--- src/rtl/cxs_rxflit_wr_ctrl.sv ---
// CXS receive link-layer front end: activation handshake, credit issue and
// circular flit writes into the RX flit RAM. Optional counters: CXS_RXFLIT_STATS_EN.
module cxs_rxflit_wr_ctrl #(
    parameter int AWIDTH  = 12,
    parameter int WWIDTH  = 128,
    parameter int CWIDTH  = 14,
    parameter int DEPTH   = 64,
    parameter int MAX_CRD = 15
) (
    input  logic              clk,
    input  logic              resetn,
    input  logic              cxs_rx_activereq,
    output logic              cxs_rx_activeack,
    input  logic              cxs_rx_valid,
    input  logic [WWIDTH-1:0] cxs_rx_data,
    input  logic [CWIDTH-1:0] cxs_rx_cntl,
    input  logic              cxs_rx_crdrtn,
    output logic              cxs_rx_crdgnt,
    output logic              ram_en_a,
    output logic              ram_we_a,
    output logic [AWIDTH-1:0] ram_addr_a,
    output logic [WWIDTH-1:0] ram_wr_data_a,
    input  logic              slot_free,
    output logic [AWIDTH:0]   occupancy,
    output logic [AWIDTH-1:0] wr_ptr,
    output logic [CWIDTH-1:0] last_cntl,
    output logic              crd_err,
`ifdef CXS_RXFLIT_STATS_EN
    output logic [31:0]       rx_flit_cnt,
    output logic [15:0]       drop_cnt,
`endif
    output logic              link_up
);

    localparam int OW = AWIDTH + 1;
    localparam int SW = AWIDTH + 2;

    typedef enum logic [1:0] {
        ST_STOP,
        ST_ACTIVATE,
        ST_RUN,
        ST_DEACTIVATE
    } state_t;

    state_t          state;
    logic [3:0]      crd_out;
    logic [3:0]      crd_after;
    logic [SW-1:0]   committed;
    logic            gnt;
    logic            acc;
    logic            drop;
    logic            rtn;
    logic            freed;
    logic [AWIDTH-1:0] ptr_next;

    // Slots already promised (filled or credited) bound the grant decision.
    always_comb begin
        committed = SW'(occupancy) + SW'(crd_out);
        gnt       = (state == ST_RUN) && (crd_out < 4'(MAX_CRD)) && (committed < SW'(DEPTH));
        acc       = cxs_rx_valid && (crd_out != 4'd0);
        drop      = cxs_rx_valid && (crd_out == 4'd0);
        crd_after = crd_out + 4'(gnt) - 4'(acc);
        // A return only counts while a credit is actually left to give back.
        rtn       = cxs_rx_crdrtn && (crd_out != 4'd0) && (crd_after != 4'd0);
        freed     = slot_free && (occupancy != '0);
        ptr_next  = (wr_ptr == AWIDTH'(DEPTH - 1)) ? '0 : wr_ptr + 1'b1;
    end

    assign cxs_rx_crdgnt = gnt;

    always_ff @(posedge clk or negedge resetn) begin
        if (!resetn) begin
            state            <= ST_STOP;
            cxs_rx_activeack <= 1'b0;
            link_up          <= 1'b0;
        end else begin
            case (state)
                ST_STOP: begin
                    if (cxs_rx_activereq) begin
                        state            <= ST_ACTIVATE;
                        cxs_rx_activeack <= 1'b1;
                    end
                end
                ST_ACTIVATE: begin
                    state   <= ST_RUN;
                    link_up <= 1'b1;
                end
                ST_RUN: begin
                    if (!cxs_rx_activereq) begin
                        state   <= ST_DEACTIVATE;
                        link_up <= 1'b0;
                    end
                end
                ST_DEACTIVATE: begin
                    if (crd_out == 4'd0) begin
                        state            <= ST_STOP;
                        cxs_rx_activeack <= 1'b0;
                    end
                end
                default: begin
                    state            <= ST_STOP;
                    cxs_rx_activeack <= 1'b0;
                    link_up          <= 1'b0;
                end
            endcase
        end
    end

    always_ff @(posedge clk or negedge resetn) begin
        if (!resetn) begin
            crd_out       <= 4'd0;
            occupancy     <= '0;
            wr_ptr        <= '0;
            ram_en_a      <= 1'b0;
            ram_we_a      <= 1'b0;
            ram_addr_a    <= '0;
            ram_wr_data_a <= '0;
            last_cntl     <= '0;
            crd_err       <= 1'b0;
        end else begin
            crd_out   <= crd_after - 4'(rtn);
            occupancy <= occupancy + OW'(acc) - OW'(freed);
            ram_en_a  <= acc;
            ram_we_a  <= acc;
            if (acc) begin
                ram_addr_a    <= wr_ptr;
                ram_wr_data_a <= cxs_rx_data;
                last_cntl     <= cxs_rx_cntl;
                wr_ptr        <= ptr_next;
            end
            if (drop) begin
                crd_err <= 1'b1;
            end
        end
    end

`ifdef CXS_RXFLIT_STATS_EN
    always_ff @(posedge clk or negedge resetn) begin
        if (!resetn) begin
            rx_flit_cnt <= '0;
            drop_cnt    <= '0;
        end else begin
            if (acc) begin
                rx_flit_cnt <= rx_flit_cnt + 32'd1;
            end
            if (drop && (drop_cnt != 16'hFFFF)) begin
                drop_cnt <= drop_cnt + 16'd1;
            end
        end
    end
`endif

endmodule

--- config.mk ---
export PLATFORM = sky130hd
export DESIGN_NAME = cxs_rxflit_wr_ctrl
export DESIGN_NICKNAME = d
export VERILOG_FILES = /design/src/rtl/cxs_rxflit_wr_ctrl.sv
export SDC_FILE = /design/constraint.sdc
export NUM_CORES = 1
export LEC_CHECK = 0
export ABC_AREA = 1
export CAP_MARGIN = 10
export CORE_ASPECT_RATIO = 2
export CORE_MARGIN = 2
export CORE_UTILIZATION = 45
export DETAILED_ROUTE_END_ITERATION = 6
export PLACE_DENSITY = 0.84
export SETUP_SLACK_MARGIN = 0.5
export SKIP_CTS_REPAIR_TIMING = 1
export SKIP_LAST_GASP = 1
export SYNTH_ARGS = -nofsm -noshare
export SYNTH_HDL_FRONTEND = slang
export SYNTH_SLANG_ARGS = --single-unit
--- constraint.sdc ---
create_clock -name clk -period 5.3 [get_ports clk]
set_clock_uncertainty 0.1 [all_clocks]
set_input_delay 1.06 -clock clk [delete_from_list [all_inputs] [get_ports clk]]
set_output_delay 1.06 -clock clk [all_outputs]
set_load 0.03 [all_outputs]
# Word level (Yosys, flattened, before mapping)
# Cells that the tools add are included.
# totals
out_inout_bits	185
ff_bits	189
inputBits	148
elab_cells	54
# op_classes
addsub	7
reduce_logical	17
mux	10
magnitude_cmp	2
eq_ne	7
# op_table
op	n
$add A13 B4 Y14	1
$lt A14 B7 Y1 const B	1
$add A13 B1 Y13	1
$reduce_bool A13 Y1	1
$sub A13 B1 Y13	1
$add A12 B1 Y12 const B	1
$eq A12 B6 Y1 const B	1
$mux W12	1
$pmux W2 S4	1
$reduce_bool A4 Y1	2
$sub A4 B1 Y4	2
$logic_and A1 B1 Y1	7
$mux W2	3
$ne A2 B2 Y1 const B	3
$reduce_and A3 Y1	2
$add A4 B1 Y4	1
$eq A2 B2 Y1 const B	2
$logic_not A4 Y1	1
$lt A4 B4 Y1 const B	1
$pmux W1 S2	2
$reduce_bool A2 Y1	2
$mux W1	3
$eq A2 B1 Y1 const B	1
$logic_not A2 Y1	1
$reduce_and A2 Y1	1

# Logic depth before layout (Yosys ltp)
# logic_depth
word_depth	8
depth_mapped	20
ltp_nobuf	20

# Worst setup path after synthesis
# No wires, ideal clock.
# synth_timing
kind	reg-to-reg
from	register occupancy[1]
to	register crd_out[2]
n_path_buf	0
slack_ps	1653
t_arrival_ps	3416
required_time_ps	5069
stages_incl_launch_ff	19
period_less_slack_ps	3647
setup_time_ps	131
cell_sequence	dfrtp_1 -> ha_1 -> nand3_1 -> nand2_1 -> nand2_1 -> nand2_1 -> nand3_1 -> nand2_1 -> nand2_1 -> nor2_1 -> nand2_1 -> nor2_1 -> ha_1 -> fa_1 -> nor2_1 -> a31oi_1 -> ha_1 -> ha_1 -> xor2_1
# synth_between
elab_chain_len	8
# synth_rtl
element	line	rtl
start, declared	24	output logic [AWIDTH:0] occupancy,
start signal, assigned	122	occupancy <= occupancy + OW'(acc) - OW'(freed);
$add A13 B4 Y14 *	58	committed = SW'(occupancy) + SW'(crd_out);
$lt A14 B7 Y1 *	59	gnt = (state == ST_RUN) && (crd_out < 4'(MAX_CRD)) && (committed < SW'(DEPTH));
$logic_and A1 B1 Y1 *	59	
via cxs_rx_crdgnt	18	output logic cxs_rx_crdgnt,
$add A4 B1 Y4 *	62	crd_after = crd_out + 4'(gnt) - 4'(acc);
$sub A4 B1 Y4 *	62	
$reduce_bool A4 Y1	64	rtn = cxs_rx_crdrtn && (crd_out != 4'd0) && (crd_after != 4'd0);
$logic_and A1 B1 Y1	64	
$sub A4 B1 Y4 *	121	crd_out <= crd_after - 4'(rtn);
end signal, assigned	121	
end, declared	46	logic [3:0] crd_out;
# The timed path passes the listed nets; every way through them passes the cells marked *.
# A chain may end at the register's enable or synchronous reset.

# Worst setup path in the final report
# layout_timing
from	register occupancy[1]
to	output port cxs_rx_crdgnt
# layout_between
elab_chain_len	3
# layout_rtl
element	line
$add A13 B4 Y14	58
$lt A14 B7 Y1	59
$logic_and A1 B1 Y1	59
end, declared	18
# Every way passes these cells.

==> results.py <==
metrics = {
    "setup_path": {
        "cp.arrival_ns": 2.99,
        "startpoint_type": "flip-flop",
        "path_max_fanout": 6,
        "critPathRequiredTime_ns": 4.14,
        "cp-end-kind": "primary output",
        "path_class": "reg -> out",
    },
    "sta": {
        "setup_tns_ns": 0,
        "min_period_ns": 4.15,
        "finalCritPeriodShare": 0.783,
        "setup_violations": 0,
        "finalHoldViolations": 0,
        "fmax_mhz": 241,
        "drv_slew": 0,
        "slew_headroom": 0.253,
        "worstMarginPinSlew_ns": 1.12,
        "rsz0062_at_grt": "false",
    },
    "synthesis": {
        "syn_avg_cell_area_sq_um": 8.60,
        "synthArstFlopShare": 1.00,
        "synth_ff_type": "dfrtp_1",
        "synthTopCellsByArea": "dfrtp_1 55%, nand2_1 22%, ha_1 6.1%",
        "synth_top_area_cell": "dfrtp_1",
        "synth_fp_nets": 1192,
        "seq_area_frac_synth": 0.550,
        "netlist_area_sq_um": 8600,
        "syn_inst": 1000,
        "synth-edff-count": 0,
        "yosys_register_bits": 189,
        "ys_types": 36,
        "synth_top_area_share": 0.550,
        "yosys_warnings": 0,
    },
    "placement": {
        "routabilityCongestion": 0.920,
        "place_area_sq_um": 12100,
        "io_buffers": 332,
        "dp_hpwl_um": 18400,
    },
    "global_route": {
        "grt_usage": 0.244,
        "grt_pass1_vias": 7777,
        "grt.overflow.total": 0,
        "antenna_found_initial": 1,
        "grt_max_degree": 117,
        "grt_pass1_wl_um": 38400,
    },
    "power": {
        "leakagePower_nw": 6.30,
        "p_switching_mw": 3.08,
        "share_comb_of_total_power": 0.505,
        "p_total_mw": 6.97,
        "clockPowerShare": 0.178,
        "pwr-share-seq": 0.318,
        "switching_share": 0.442,
        "intPower_mw": 3.89,
        "peakVddDrop_uv": 266,
        "powerDensity_nw_per_um2": 550,
    },
    "clock_tree": {
        "cts_num_sinks": 189,
        "cts_buffers": 17,
        "root_buffer": "clkbuf_16",
        "clock_path_buffers": 2,
        "insertion_delay_ns": 0.43,
        "cts_tree": "yes",
        "clk_pin_slew_worst_paths_ns": 0.07,
        "htree_levels": 4,
    },
    "finish": {
        "postLayoutCellArea_sq_um": 12700,
        "area_growth_pct": 47.3,
        "final_net_count": 1512,
        "fill_cells": 1458,
        "drive_gt1_frac": 0.0390,
    },
    "die": {
        "fp.dieW_um": 102,
        "initial_core_util": 0.459,
        "io_pins": 333,
        "rows": 71,
        "die_y_um": 199,
        "die-area_sq_um": 20300,
        "core_area_sq_um": 18700,
    },
    "detailed_routing": {
        "drc_errors": 0,
        "drt_iter0_markers": 310,
        "drtAntennaViolNets": 0,
        "wl_um": 24800,
        "firstDrtPassIters": 4,
        "vias_per_cell": 4.79,
        "wl_per_cell_um": 15.6,
        "num_vias": 7619,
    },
    "run": {
        "maxCapViolCount": 0,
    },
    "worst_hold_path": {
        "hold_path.class": "reg -> reg",
    },
    "run_status": {
        "status": "completed",
    },
}
==> cells in the mapped netlist (2+ instances only) <==
master / instances
ha_1: 42
nor3_1: 7
fa_1: 2
buf_2: 18
clkbuf_1: 6
nand4_1: 5
o21bai_1: 3
xor2_1: 16
inv_1: 66
a21oi_1: 18
nor2_4: 3
nand3_1: 27
buf_4: 11
o211ai_1: 2
nand2_1: 514
dfrtp_1: 189
a31oi_1: 2
nor3_2: 3
o21ai_0: 22
xnor2_1: 4
nand2_4: 3
nor2_1: 23
==> placed cells by master (no fill, tap or decap), drive strengths merged <==
cell type      count
diode              1
clkinv             3
o211ai             2
nor4               1
bufinv             1
o21a               1
xor2              16
ha                42
buf                4
nand4              6
a21boi             1
nand3             28
clkdlybuf4s50    331
nand2            518
o21ai             23
xnor2              4
a21o               1
inv               75
clkbuf            21
clkinvlp           2
o21bai             3
fa                 2
and3               1
dfrtp            189
nor2              27
a31oi              2
a21oi             19
nor3              10
==> critical path: stages, from the launching register on <==
cell	delay [ns]
dfrtp_1	0.48
ha_1	0.35
nand3_1	0.08
nand2_1	0.12
nand2_1	0.07
nand2_1	0.12
nand3_1	0.08
nand2_1	0.08
nand2_1	0.06
nor2_1	0.08
nand2_1	0.05
nor2_1	0.25
clkdlybuf4s50_1	0.74
==> final cells by class <==
type,count,area [sq um],share of cell area
Tap cell,255,319,0.0252
Sequential cell,189,4730,0.374
Timing Repair Buffer,336,3370,0.266
Inverter,69,262,0.0207
Clock buffer,20,437,0.0345
Multi-Input combinational cell,707,3420,0.270
Antenna cell,1,2.50,0.000198
Clock inverter,12,124,0.00978
==> worst paths after layout <==
kind	startpoint	to	slack (ns)	cells past startpoint
setup / recovery	occupancy[1]	cxs_rx_crdgnt	1.15	12
max in group asynchronous	resetn	ram_wr_data_a[18]	3.51	2
hold / removal	crd_err	crd_err	0.38	1
hold reg to reg	crd_err	crd_err	0.38	1
min in group asynchronous	resetn	state[1]	0.64	1
setup reg to reg	crd_out[2]	crd_out[2]	1.67	15
==> flip-flops by register name, summed over array words and instances, names as in the netlist <==
signal and count:
crd_err 1, crd_out 4, cxs_rx_activeack 1, last_cntl 14, link_up 1, occupancy 13
ram_addr_a 12, ram_we_a 1, ram_wr_data_a 128, state 2, wr_ptr 12
==> per-layer routing <==
| metal | vias up | wire [um] | GRT usage |
|---|---|---|---|
| met4 | 0 | 1170 | 0.130 |
| met2 | 250 | 13400 | 0.434 |
| li1 | 3716 | - | - |
| met1 | 3584 | 8880 | 0.254 |
| met5 | - | 0 | 0 |
| met3 | 69 | 1400 | 0.0679 |
==> kinds of logic after synthesis <==
| group | count (synthesis) | synth area share |
|---|---|---|
| flops | 189 | 0.550 |
| buf+inv | 104 | 0.0531 |
| fa+ha+maj | 44 | 0.0658 |
| compound gates | 52 | 0.0338 |
| simple gates | 591 | 0.277 |
| xor+xnor | 20 | 0.0204 |
==> power by group through the flow <==
stage	Combinational [mW]	Sequential (mW)	Clock, mW
after global placement	3.44	2.22	0
final	3.52	2.21	1.24
after floorplan	1.40	2.94	0
after detailed placement	3.51	2.23	0
after CTS	3.54	2.22	1.26
after global routing	3.83	2.27	1.32
==> per-stage QoR <==
stage                      util  hold WS (ns)  cells  setup WS (ns)
final                     0.676         0.377   1589           1.15
after floorplan               -         0.480   1000           1.65
after CTS                 0.675         0.381   1588           1.12
after global routing      0.676         0.394   1589          0.952
after global placement    0.645         0.360   1556          0.983
after detailed placement  0.645         0.361   1556          0.910
No activity file was read; power rests on OpenSTA's default activity.
